==> src/rtl/simon_pkg.sv <==
// Shared Simon-game types: colour encoding, level limit and round FSM states.
package simon_pkg;
  typedef enum logic [1:0] {
    RED    = 2'd0,
    GREEN  = 2'd1,
    BLUE   = 2'd2,
    YELLOW = 2'd3
  } color_e;

  localparam int MAX_LEVEL = 8;
  localparam int IDX_W     = 3;
  localparam int LEVEL_W   = 4;

  typedef enum logic [2:0] {
    IDLE, FETCH, SHOW_ON, SHOW_OFF, IN_FETCH, WAIT_IN, WIN, LOSE
  } state_e;
endpackage

==> src/rtl/round_controller_if.sv <==
// Round controller bus: game control, pattern memory read port, buttons, display and status.
interface round_controller_if;
  logic       start;
  logic       load_done;
  logic [2:0] mem_addr;
  logic [1:0] mem_color;
  logic       btn_valid;
  logic [1:0] btn_color;
  logic       led_on;
  logic [1:0] led_color;
  logic [3:0] level;
  logic       busy;
  logic       win;
  logic       lose;

  modport master (
    input  start, load_done, mem_color, btn_valid, btn_color,
    output mem_addr, led_on, led_color, level, busy, win, lose
  );
  modport slave (
    output start, load_done, mem_color, btn_valid, btn_color,
    input  mem_addr, led_on, led_color, level, busy, win, lose
  );
endinterface

==> src/rtl/round_controller_dwell_timer.sv <==
// Down-counter for lit/dark dwell phases; done while the count sits at zero.
module dwell_timer #(
  parameter int W = 8
) (
  input  logic         clk,
  input  logic         reset,
  input  logic         load,
  input  logic         count,
  input  logic [W-1:0] load_val,
  output logic         done
);
  logic [W-1:0] cnt;

  always_ff @(posedge clk) begin
    if (!reset)                   cnt <= '0;
    else if (load)                cnt <= load_val;
    else if (count && cnt != '0)  cnt <= cnt - 1'b1;
  end

  assign done = (cnt == '0);
endmodule

==> src/rtl/round_controller.sv <==
// Simon round sequencer: replays the pattern up to the current level, then checks player input.
module round_controller #(
  parameter int ON_CYCLES  = 25_000_000,
  parameter int OFF_CYCLES = 12_500_000,
  parameter int MAX_LEVEL  = simon_pkg::MAX_LEVEL
) (
  input logic               clk,
  input logic               reset,
  round_controller_if.master bus
);
  import simon_pkg::*;

  localparam int DWELL_MAX = (ON_CYCLES > OFF_CYCLES) ? ON_CYCLES : OFF_CYCLES;
  localparam int DW        = $clog2(DWELL_MAX + 1);
  localparam logic [DW-1:0]      ON_LOAD    = DW'(ON_CYCLES - 1);
  localparam logic [DW-1:0]      OFF_LOAD   = DW'(OFF_CYCLES - 1);
  localparam logic [LEVEL_W-1:0] LAST_LEVEL = LEVEL_W'(MAX_LEVEL);

  state_e           state;
  logic [IDX_W-1:0] idx;
  color_e           exp_color;
  logic             tmr_load, tmr_count, tmr_done, at_last;
  logic [DW-1:0]    tmr_val;

  assign at_last = ({1'b0, idx} == bus.level - 4'd1);

  // Timer is held at the lit reload outside the display phases, so SHOW_ON
  // always starts fresh; it switches to the dark reload as SHOW_ON expires.
  assign tmr_load  = (state != SHOW_ON && state != SHOW_OFF) || (state == SHOW_ON && tmr_done);
  assign tmr_val   = (state == SHOW_ON) ? OFF_LOAD : ON_LOAD;
  assign tmr_count = (state == SHOW_ON) || (state == SHOW_OFF);

  dwell_timer #(.W(DW)) u_dwell (
    .clk      (clk),
    .reset    (reset),
    .load     (tmr_load),
    .count    (tmr_count),
    .load_val (tmr_val),
    .done     (tmr_done)
  );

  always_ff @(posedge clk) begin
    if (!reset) begin
      state         <= IDLE;
      idx           <= '0;
      exp_color     <= RED;
      bus.mem_addr  <= '0;
      bus.led_on    <= 1'b0;
      bus.led_color <= '0;
      bus.level     <= '0;
      bus.busy      <= 1'b0;
      bus.win       <= 1'b0;
      bus.lose      <= 1'b0;
    end else begin
      case (state)
        IDLE, WIN, LOSE:
          if (bus.start && bus.load_done) begin
            state        <= FETCH;
            bus.level    <= 4'd1;
            idx          <= '0;
            bus.mem_addr <= '0;
            bus.win      <= 1'b0;
            bus.lose     <= 1'b0;
            bus.busy     <= 1'b1;
          end
        FETCH: begin
          bus.led_color <= bus.mem_color;
          bus.led_on    <= 1'b1;
          state         <= SHOW_ON;
        end
        SHOW_ON:
          if (tmr_done) begin
            bus.led_on <= 1'b0;
            state      <= SHOW_OFF;
          end
        SHOW_OFF:
          if (tmr_done) begin
            if (at_last) begin
              idx          <= '0;
              bus.mem_addr <= '0;
              state        <= IN_FETCH;
            end else begin
              idx          <= idx + 3'd1;
              bus.mem_addr <= idx + 3'd1;
              state        <= FETCH;
            end
          end
        IN_FETCH: begin
          exp_color <= color_e'(bus.mem_color);
          state     <= WAIT_IN;
        end
        WAIT_IN:
          if (bus.btn_valid) begin
            if (bus.btn_color != exp_color) begin
              state    <= LOSE;
              bus.lose <= 1'b1;
              bus.busy <= 1'b0;
            end else if (!at_last) begin
              idx          <= idx + 3'd1;
              bus.mem_addr <= idx + 3'd1;
              state        <= IN_FETCH;
            end else if (bus.level == LAST_LEVEL) begin
              state    <= WIN;
              bus.win  <= 1'b1;
              bus.busy <= 1'b0;
            end else begin
              bus.level    <= bus.level + 4'd1;
              idx          <= '0;
              bus.mem_addr <= '0;
              state        <= FETCH;
            end
          end
        default: state <= IDLE;
      endcase
    end
  end
endmodule

==> src/flat_wrapper.sv <==
// flat-port wrapper written by rule: the top's interface ports become plain ports
module round_controller_flat import simon_pkg::*;
#(
  parameter int ON_CYCLES  = 25_000_000,
  parameter int OFF_CYCLES = 12_500_000,
  parameter int MAX_LEVEL  = simon_pkg::MAX_LEVEL
)
  (clk, reset, bus_start, bus_load_done, bus_mem_color, bus_btn_valid, bus_btn_color, bus_mem_addr, bus_led_on, bus_led_color, bus_level, bus_busy, bus_win, bus_lose);
  round_controller_if bus_i ();
  input logic clk;
  input logic reset;
  input wire logic [$bits(bus_i.start)-1:0] bus_start;
  input wire logic [$bits(bus_i.load_done)-1:0] bus_load_done;
  input wire logic [$bits(bus_i.mem_color)-1:0] bus_mem_color;
  input wire logic [$bits(bus_i.btn_valid)-1:0] bus_btn_valid;
  input wire logic [$bits(bus_i.btn_color)-1:0] bus_btn_color;
  output wire logic [$bits(bus_i.mem_addr)-1:0] bus_mem_addr;
  output wire logic [$bits(bus_i.led_on)-1:0] bus_led_on;
  output wire logic [$bits(bus_i.led_color)-1:0] bus_led_color;
  output wire logic [$bits(bus_i.level)-1:0] bus_level;
  output wire logic [$bits(bus_i.busy)-1:0] bus_busy;
  output wire logic [$bits(bus_i.win)-1:0] bus_win;
  output wire logic [$bits(bus_i.lose)-1:0] bus_lose;
  assign bus_i.start = bus_start;
  assign bus_i.load_done = bus_load_done;
  assign bus_i.mem_color = bus_mem_color;
  assign bus_i.btn_valid = bus_btn_valid;
  assign bus_i.btn_color = bus_btn_color;
  assign bus_mem_addr = bus_i.mem_addr;
  assign bus_led_on = bus_i.led_on;
  assign bus_led_color = bus_i.led_color;
  assign bus_level = bus_i.level;
  assign bus_busy = bus_i.busy;
  assign bus_win = bus_i.win;
  assign bus_lose = bus_i.lose;
  round_controller #(.ON_CYCLES(ON_CYCLES), .OFF_CYCLES(OFF_CYCLES), .MAX_LEVEL(MAX_LEVEL)) u_core (.clk(clk), .reset(reset), .bus(bus_i));
endmodule
==> config.mk <==
export PLATFORM = sky130hd
export DESIGN_NAME = round_controller_flat
export DESIGN_NICKNAME = d
export VERILOG_FILES = /design/src/rtl/simon_pkg.sv /design/src/rtl/round_controller_if.sv /design/src/rtl/round_controller_dwell_timer.sv /design/src/rtl/round_controller.sv /design/src/flat_wrapper.sv
export SDC_FILE = /design/constraint.sdc
export NUM_CORES = 1
export LEC_CHECK = 0
export ABC_AREA = 1
export CAP_MARGIN = 30
export CORE_ASPECT_RATIO = 1.4
export CORE_MARGIN = 2
export CORE_UTILIZATION = 50
export DETAILED_ROUTE_END_ITERATION = 10
export GPL_ROUTABILITY_DRIVEN = 0
export PLACE_DENSITY = 0.74
export SLEW_MARGIN = 10
export SYNTH_ARGS = -nofsm -noshare
export SYNTH_HDL_FRONTEND = slang
export SYNTH_SLANG_ARGS = --single-unit
==> constraint.sdc <==
create_clock -name clk -period 2.05 [get_ports clk]
set_clock_uncertainty 0.1 [all_clocks]
set_input_delay 0.41 -clock clk [delete_from_list [all_inputs] [get_ports clk]]
set_output_delay 0.41 -clock clk [all_outputs]
set_load 0.02 [all_outputs]
Yosys cells after proc, flatten, opt, wreduce, memory -nomap -nowiden:

Index checks and enable logic that the tools add are counted.

* add/sub/neg operators: 4
* equal/unequal tests: 24
* mux-type cells: 43
* reductions and logical operators: 21

Operators by type and width (count)
* $mux 25: 3
* $mux 3: 15
* $logic_not 25->1: 1
* $reduce_bool 25->1: 1
* $sub 25x1->25 const B: 1
* $mux 4: 5
* $pmux 3 s6: 1
* $reduce_and 6->1: 3
* $mux 1: 13
* $eq 3x3->1 const B: 4
* $ne 2x1->1 const B: 6
* $pmux 3 s3: 1
* $pmux 1 s2: 4
* $pmux 4 s2: 1
* $reduce_and 4->1: 2
* $eq 3x2->1 const B: 2
* $ne 2x2->1 const B: 3
* $ne 3x1->1 const B: 2
* $ne 3x2->1 const B: 2
* $reduce_bool 2->1: 3
* $reduce_and 5->1: 1
* $add 4x1->4 const B: 1
* $eq 3x4->1: 1
* $eq 4x4->1 const B: 1
* other kinds (11): 15

* register bits: 43
* input port bits: 9
* output and inout port bits: 13
* logic and storage cells: 102

Longest topological paths before layout:

Gate-level depths: netlist of run 1.

* depth after elaboration: 6
* mapped depth: 13
* depth with buffers taken out: 13

Cells and area by module:

A second synthesis of run 1 with hierarchy kept.

* cell total of the unflattened synthesis: 516
* area total of the unflattened synthesis: 3108.0 um^2

By module, submodules not included
* dwell_timer: times used 1, cells each 335, area an instance 1944.4 um^2, sequential area each 500.5 um^2
* round_controller: times used 1, cells each 181, area an instance 1163.6 um^2, sequential area each 360.3 um^2

Least setup slack after synthesis of run 1:

No wires, ideal clock.

* path kind: flip-flop to flip-flop
* from: register u_core.bus.level[0]
* to: register u_core.idx[2]
* data arrival time: 1.815 ns
* required time: 1.822 ns
* path slack: 0.008 ns
* stages on the path, launching flop included: 13
* cells stage by stage: dfxtp_1 > inv_1 > ha_1 > nand2_1 > inv_1 > nor2_1 > nand3_1 > nor2_1 > nand3_1 > nand3_1 > nand2_1 > nand2_1 > nor2_1

* word-level cells in the longest chain between the ends: 6
* elaborated cells between the ends (all ways): 11
* classes of those cells: add/sub (1); eq/ne (3); mux (6); reduce/logical (1)

Ends and longest elaborated chain
* start: declaration: line round_controller_if.sv:18 `output mem_addr, led_on, led_color, level, busy, win, lose`
* start signal: assignment: line round_controller.sv:107 `bus.level <= bus.level + 4'd1;`
* $sub 4x1->4: line round_controller.sv:25 `assign at_last = ({1'b0, idx} == bus.level - 4'd1);`
* $eq 3x4->1: line round_controller.sv:25
* $mux 3: line round_controller.sv:98 `end else if (!at_last) begin`
* $mux 3: line round_controller.sv:94 `if (bus.btn_color != exp_color) begin`
* $mux 3: line round_controller.sv:93 `if (bus.btn_valid) begin`
* $pmux 3 s3: line round_controller.sv:55 `case (state)`
* end signal: assignment: line round_controller.sv:83 `idx <= idx + 3'd1;`
* end signal: assignment: line round_controller.sv:99 `idx <= idx + 3'd1;`
* end: declaration: line round_controller.sv:20 `logic [IDX_W-1:0] idx;`

Parallel ways exist; a longest one is shown, timed or not. The select of a mux whose other input is x is not followed.
A chain may end at the register's enable or synchronous reset.

Worst setup path in the final report of run 1:

* from: register u_core.bus.level[2]
* to: output bus_level[2]

RTL lines
* end: declaration: line flat_wrapper.sv:20 `output wire logic [$bits(bus_i.level)-1:0] bus_level;`

No word-level cell between the ends.

==> flow_metrics.py, run 1 <==
metrics = {
    "worst_setup_path": {
        "crit_type": "flip-flop to output pin",
        "r2r_start": "u_core.u_dwell.cnt[0]",
        "slowest_delay_ps": 660,
        "r2r_slack_ps": 160,
        "end_kind": "output pin",
        "cp_num_buf_inv": 1,
        "crit_chain": "clkdlybuf4s50_1",
        "rr_endpoint": "u_core.u_dwell.cnt[8]",
        "cp_max_fo": 7,
        "cp.arrival_ps": 1450,
        "setup.worst_path.start_class": "flip-flop",
        "slowest_stage": "clkdlybuf4s50_1",
        "rr_worst_depth": 9,
        "path_delay_family": "buffers and inverters",
        "critPathRequiredTime_ps": 1540,
        "cp.depth": 1,
    },
    "route": {
        "vias": 2974,
        "drt_wl_total_um": 7270,
        "ant_nets": 0,
        "dr.pass1.iters": 4,
        "vias_per_cell": 5.34,
        "routed-wl-met2_um": 3920,
        "met3_length_um": 246,
        "wire_per_inst_um": 13.0,
        "highest_layer": "met4",
        "drc": 0,
        "wl_met1_um": 2860,
        "drt_iter0_drc": 141,
    },
    "hold_path": {
        "worstHoldEndpoint": "u_core.bus.led_color[1]",
        "worstHoldStart": "u_core.bus.led_color[1]",
        "hp-class": "flip-flop to flip-flop",
        "holdPathStages": 2,
    },
    "sta": {
        "clock.fmax_mhz": 509,
        "slew_violations": 0,
        "hold_viol_final": 0,
        "setup_tns_ps": 0,
        "finalSetupViolations": 0,
        "slew_headroom": 0.611,
        "finalCritPeriodShare": 0.958,
        "tightest_slew_ps": 582,
        "finalCriticalPeriod_ps": 1960,
        "rsz0062_at_grt": "false",
    },
    "floorplan": {
        "num_rows": 32,
        "start_util": 0.519,
        "placeableCoreArea_sq_um": 5530,
        "die_w_um": 68.0,
        "dieHeight_um": 93.6,
        "dieArea_sq_um": 6360,
        "io-pin-count": 22,
    },
    "clocking": {
        "cts_tree": "built",
        "clk_latency_ps": 300,
        "clk_path_buf_depth": 2,
        "clk_pin_slew_ps": 90,
        "htree_num_levels": 2,
        "cts_setup_buffers": 0,
        "cts-root-buf": "clkbuf_8",
        "postCtsHoldBufs": 0,
        "clock_sinks": 43,
        "numCtsBuffers": 5,
    },
    "synth": {
        "syn-mean-instance-area_sq_um": 6.31,
        "synth_cells": 454,
        "ys_types": 31,
        "syn-cell-area_sq_um": 2870,
        "yosysWarnings": 0,
        "synth_seq_cells": 43,
        "ys_seq_area_frac": 0.300,
        "synth_fp_nets": 468,
    },
    "power": {
        "vdd_ir_drop_max_mv": 0.346,
        "power.density_nw_per_um2": 734,
        "power_switching_share": 0.327,
        "intPower_uw": 1660,
        "switchingPower_uw": 804,
        "p_seq_frac": 0.398,
        "p_leak_uw": 0.00152,
        "power_frac_comb": 0.275,
        "p_clk_frac": 0.327,
    },
    "global_route": {
        "grt-ovfl-total": 0,
        "grt_pass1_wl_um": 12400,
        "antenna_found_initial": 0,
        "grt_util_all_layers": 0.248,
        "grt_max_degree": 24,
        "grt_pass1_vias": 2953,
    },
    "placement": {
        "port_buffers": 21,
        "dp.final_hpwl_um": 5440,
    },
    "layout": {
        "multi_input_area_sq_um": 1760,
        "nets": 502,
        "fin_util": 0.607,
        "diodes": 0,
        "seqCellArea_sq_um": 861,
        "n_fill_cell": 541,
        "drive_above_1_share": 0.112,
        "syn_to_final_growth_pct": 17.0,
    },
    "flow_run": {
        "drv_cap": 0,
    },
    "run_status": {
        "status": "finished, final reports clean",
    },
}
## stage by stage
step / total power, uW / instance area (sq um) / instances / setup slack, ps / hold WS [ps]
2_1_floorplan: 1450 / 2870 / 454 / 7.61 / 361
3_3_place_gp: 1650 / 3200 / 548 / 36.7 / 331
3_5_place_dp: 1660 / 3200 / 548 / 5.79 / 340
4_1_cts: 2460 / 3340 / 556 / 12.8 / 353
5_1_grt: 2600 / 3350 / 557 / 4.01 / 365
6_report: 2460 / 3350 / 557 / 85.2 / 349
## final cells by class
class                   instances  area share
multi-input cells             350       0.525
flip-flops and latches         43       0.257
repair buffers                 34      0.0918
inverters                      54      0.0604
well taps                      68      0.0254
clock buffers                   5      0.0205
clock inverters                 3      0.0201
## power groups by stage
stage                     Sequential (uW)  Combinational (uW)  Clock, uW
after floorplan                      1030                 417          0
after CTS                             980                 667        815
after detailed placement              999                 664          0
after global placement                996                 655          0
final                                 980                 676        806
after global routing                  992                 761        848
## registers in the layout (all words and copies together), names as in the netlist
| register | cells |
|---|---|
| u_core.bus.busy | 1 |
| u_core.bus.led_color | 2 |
| u_core.bus.led_on | 1 |
| u_core.bus.level | 4 |
| u_core.bus.lose | 1 |
| u_core.bus.win | 1 |
| u_core.exp_color | 2 |
| u_core.idx | 3 |
| u_core.state | 3 |
| u_core.u_dwell.cnt | 25 |
## cell usage in the layout (no fill, tap or decap), types with 6 or more instances in the layout
master,netlist,routed
xor2_1,6,6
nand3_1,32,32
nand2_1,130,129
xnor2_1,7,7
buf_4,0,13
clkdlybuf4s50_1,0,21
nor2_1,69,68
nor2_4,5,6
a21oi_1,32,32
nand4_1,9,9
dfxtp_1,43,43
o21ai_0,19,16
inv_1,50,50
## cells by family (layout without fill, tap and decap cells)
| group | count (synthesis) | count (layout) | synth area share |
|---|---|---|---|
| AOI/OAI and AO/OA | 60 | 60 | 0.113 |
| buffers and inverters | 62 | 96 | 0.0912 |
| and+or+nand+nor | 271 | 272 | 0.434 |
| adders and majority gates | 5 | 5 | 0.0218 |
| xor gates and xnor gates | 13 | 13 | 0.0397 |
| DFF | 43 | 43 | 0.300 |
## per-layer routing
layer  up-vias  global-route usage
met1      1374               0.255
li1       1509                   -
met3        24              0.0469
met2        67               0.456
met4         0               0.127
met5         -                   0
## worst max-delay path by stage
stage,from,endpoint,slack (ps)
finish,u_core.bus.level[2],bus_level[2],90
global route,u_core.u_dwell.cnt[0],u_core.u_dwell.cnt[5],4
CTS,u_core.u_dwell.cnt[0],u_core.u_dwell.cnt[10],10
detailed placement,bus_btn_color[1],u_core.bus.level[0],6
global placement,bus_btn_color[0],u_core.bus.level[0],40
floorplan,u_core.bus.level[0],u_core.idx[2],8
## synthesized netlist by cell type (all sizes together)
library cell	count	area (sq um)
a21oi	36	195
a31oi	1	6.26
buf	5	47.5
clkbuf	3	11.3
dfxtp	43	861
ha	5	62.6
inv	54	203
nand2	137	547
nand3	33	170
nand3b	5	37.5
nand4	9	56.3
nor2	81	400
nor3	3	15.0
nor4	1	6.26
o211ai	1	7.51
o21ai	22	114
or2	2	12.5
xnor2	7	61.3
xor2	6	52.6
## timing repair
item	in CTS	in global routing
hold endpoints to repair	0	0
resized for setup	0	6
setup endpoints to repair	0	29
## tightest hold or removal path, cell delays in order, from the launching register on
cell and delay [ps]:
dfxtp_1 320, inv_1 50, a21oi_1 50
Note: power is estimated with default switching activity, not from simulation.
==> inputs of run 2 (changes only) <==
--- a/config.mk
+++ b/config.mk
@@ -8,7 +8,7 @@
 export ABC_AREA = 1
 export CAP_MARGIN = 30
 export CORE_ASPECT_RATIO = 1.4
-export CORE_MARGIN = 2
+export CORE_MARGIN = 1.5
 export CORE_UTILIZATION = 50
 export DETAILED_ROUTE_END_ITERATION = 10
 export GPL_ROUTABILITY_DRIVEN = 0
==> flow_metrics.py, run 2 (same netlist as run 1, synthesis figures left out) <==
metrics = {
    "run_status": {
        "status": "finished, final reports clean",
    },
    "floorplan": {
        "start_util": 0.519,
        "placeableCoreArea_sq_um": 5530,
        "die_w_um": 67.0,
        "num_rows": 32,
        "dieHeight_um": 92.6,
        "dieArea_sq_um": 6200,
        "io-pin-count": 22,
    },
    "route": {
        "wire_per_inst_um": 13.1,
        "drt_iter0_drc": 110,
        "drt_wl_total_um": 7310,
        "dr.pass1.iters": 5,
        "vias": 2921,
        "ant_nets": 0,
        "drc": 0,
        "vias_per_cell": 5.25,
    },
    "worst_setup_path": {
        "crit_chain": "clkdlybuf4s50_1",
        "path_delay_family": "buffers and inverters",
        "slowest_delay_ps": 660,
        "crit_type": "flip-flop to output pin",
        "cp_num_buf_inv": 1,
        "end_kind": "output pin",
        "slowest_stage": "clkdlybuf4s50_1",
        "critPathRequiredTime_ps": 1540,
        "r2r_slack_ps": 160,
        "cp_max_fo": 7,
        "setup.worst_path.start_class": "flip-flop",
        "cp.arrival_ps": 1460,
    },
    "layout": {
        "top_regs": "u_core.u_dwell.cnt (25), u_core.bus.level (4)",
        "diodes": 0,
        "top_register": "u_core.u_dwell.cnt",
        "nets": 501,
        "fin_util": 0.606,
        "syn_to_final_growth_pct": 16.9,
        "largest_register_ffs": 25,
        "stdcell_area_sq_um": 3350,
        "drive_above_1_share": 0.119,
        "layout_commonest_cell": "nand2_1",
        "most-common-layout-cells": "nand2_1, nor2_1, inv_1, dfxtp_1",
        "layout.cells.non_filler": 556,
    },
    "clocking": {
        "cts_tree": "built",
        "clock_sinks": 43,
        "cts-root-buf": "clkbuf_8",
        "htree_num_levels": 2,
        "numCtsBuffers": 5,
        "clk_path_buf_depth": 2,
        "clk_latency_ps": 310,
        "clk_pin_slew_ps": 90,
        "cts_setup_buffers": 0,
    },
    "sta": {
        "slew_violations": 0,
        "finalCritPeriodShare": 0.962,
        "finalCriticalPeriod_ps": 1970,
        "hold_viol_final": 0,
        "finalSetupViolations": 0,
        "slew_headroom": 0.609,
        "holdWs_ps": 354,
        "rsz0062_at_grt": "true",
        "tightest_slew_ps": 586,
        "clock.fmax_mhz": 507,
    },
    "hold_path": {
        "hp-class": "flip-flop to flip-flop",
    },
    "global_route": {
        "antenna_found_initial": 0,
        "grt_util_all_layers": 0.257,
        "grt_max_degree": 24,
        "grt-ovfl-total": 0,
        "grt_pass1_vias": 2889,
        "grt_pass1_wl_um": 12600,
    },
    "placement": {
        "place_inst": 547,
        "dpl_cell_area_sq_um": 3190,
        "dp.final_hpwl_um": 5350,
        "port_buffers": 21,
    },
    "flow_run": {
        "drv_cap": 0,
    },
    "power": {
        "p_leak_uw": 0.00151,
        "vdd_ir_drop_max_mv": 0.416,
        "power.density_nw_per_um2": 736,
    },
}
run 2: cell count changes in the layout (fill, tap and decap cells not counted):
cell	previous run	this run
nor2_2	5	8
o21ai_0	16	19
o21ai_1	5	2
nand2_1	129	127
nand2_2	5	7
nor2_1	68	66
buf_4	13	12
nor2_4	6	5
run 2: cell type report:
cell class	instances	area [sq um]
Inverter	54	203
Tap cell	68	85.1
Clock inverter	3	67.6
Fill cell	561	2170
Clock buffer	5	68.8
Sequential cell	43	861
Multi-Input combinational cell	350	1770
Timing Repair Buffer	33	300
run 2: what timing repair did:
item / 4_1_cts / 5_1_grt
hold buffers: 0 / 0
setup endpoints to repair: 0 / 28
gates resized for setup: 0 / 6
run 2: path summary, 6_finish.rpt:
| kind | cells past startpoint | endpoint | start |
|---|---|---|---|
| max | 1 | bus_level[2] | u_core.bus.level[2] |
| min | 2 | u_core.bus.led_color[1] | u_core.bus.led_color[1] |
| max reg2reg | 9 | u_core.u_dwell.cnt[9] | u_core.u_dwell.cnt[0] |
| min reg2reg | 2 | u_core.bus.led_color[1] | u_core.bus.led_color[1] |
run 2: stage by stage:
stage	total power [uW]	setup slack (ps)	setup TNS, ps
after floorplan	1450	7.61	0
after global placement	1650	50.5	0
after detailed placement	1660	2.56	0
after CTS	2470	45.9	0
after global routing	2600	-26.6	-32.4
final	2460	77.6	0
run 2: layer usage:
layer | track usage | vias up | part of all wire
met5 | 0 | - | 0
met1 | 0.277 | 1322 | 0.39
li1 | - | 1509 | -
met2 | 0.483 | 73 | 0.54
met3 | 0.0365 | 17 | 0.038
met4 | 0.104 | 0 | 0.029
run 2: report_power, final:
part | total (uW) | internal, uW | leakage, uW | switching (uW)
clock network | 816 | 486 | 0.0000644 | 330
registers | 982 | 908 | 0.000355 | 74.0
logic | 667 | 261 | 0.00109 | 407
total | 2460 | 1650 | 0.00151 | 810
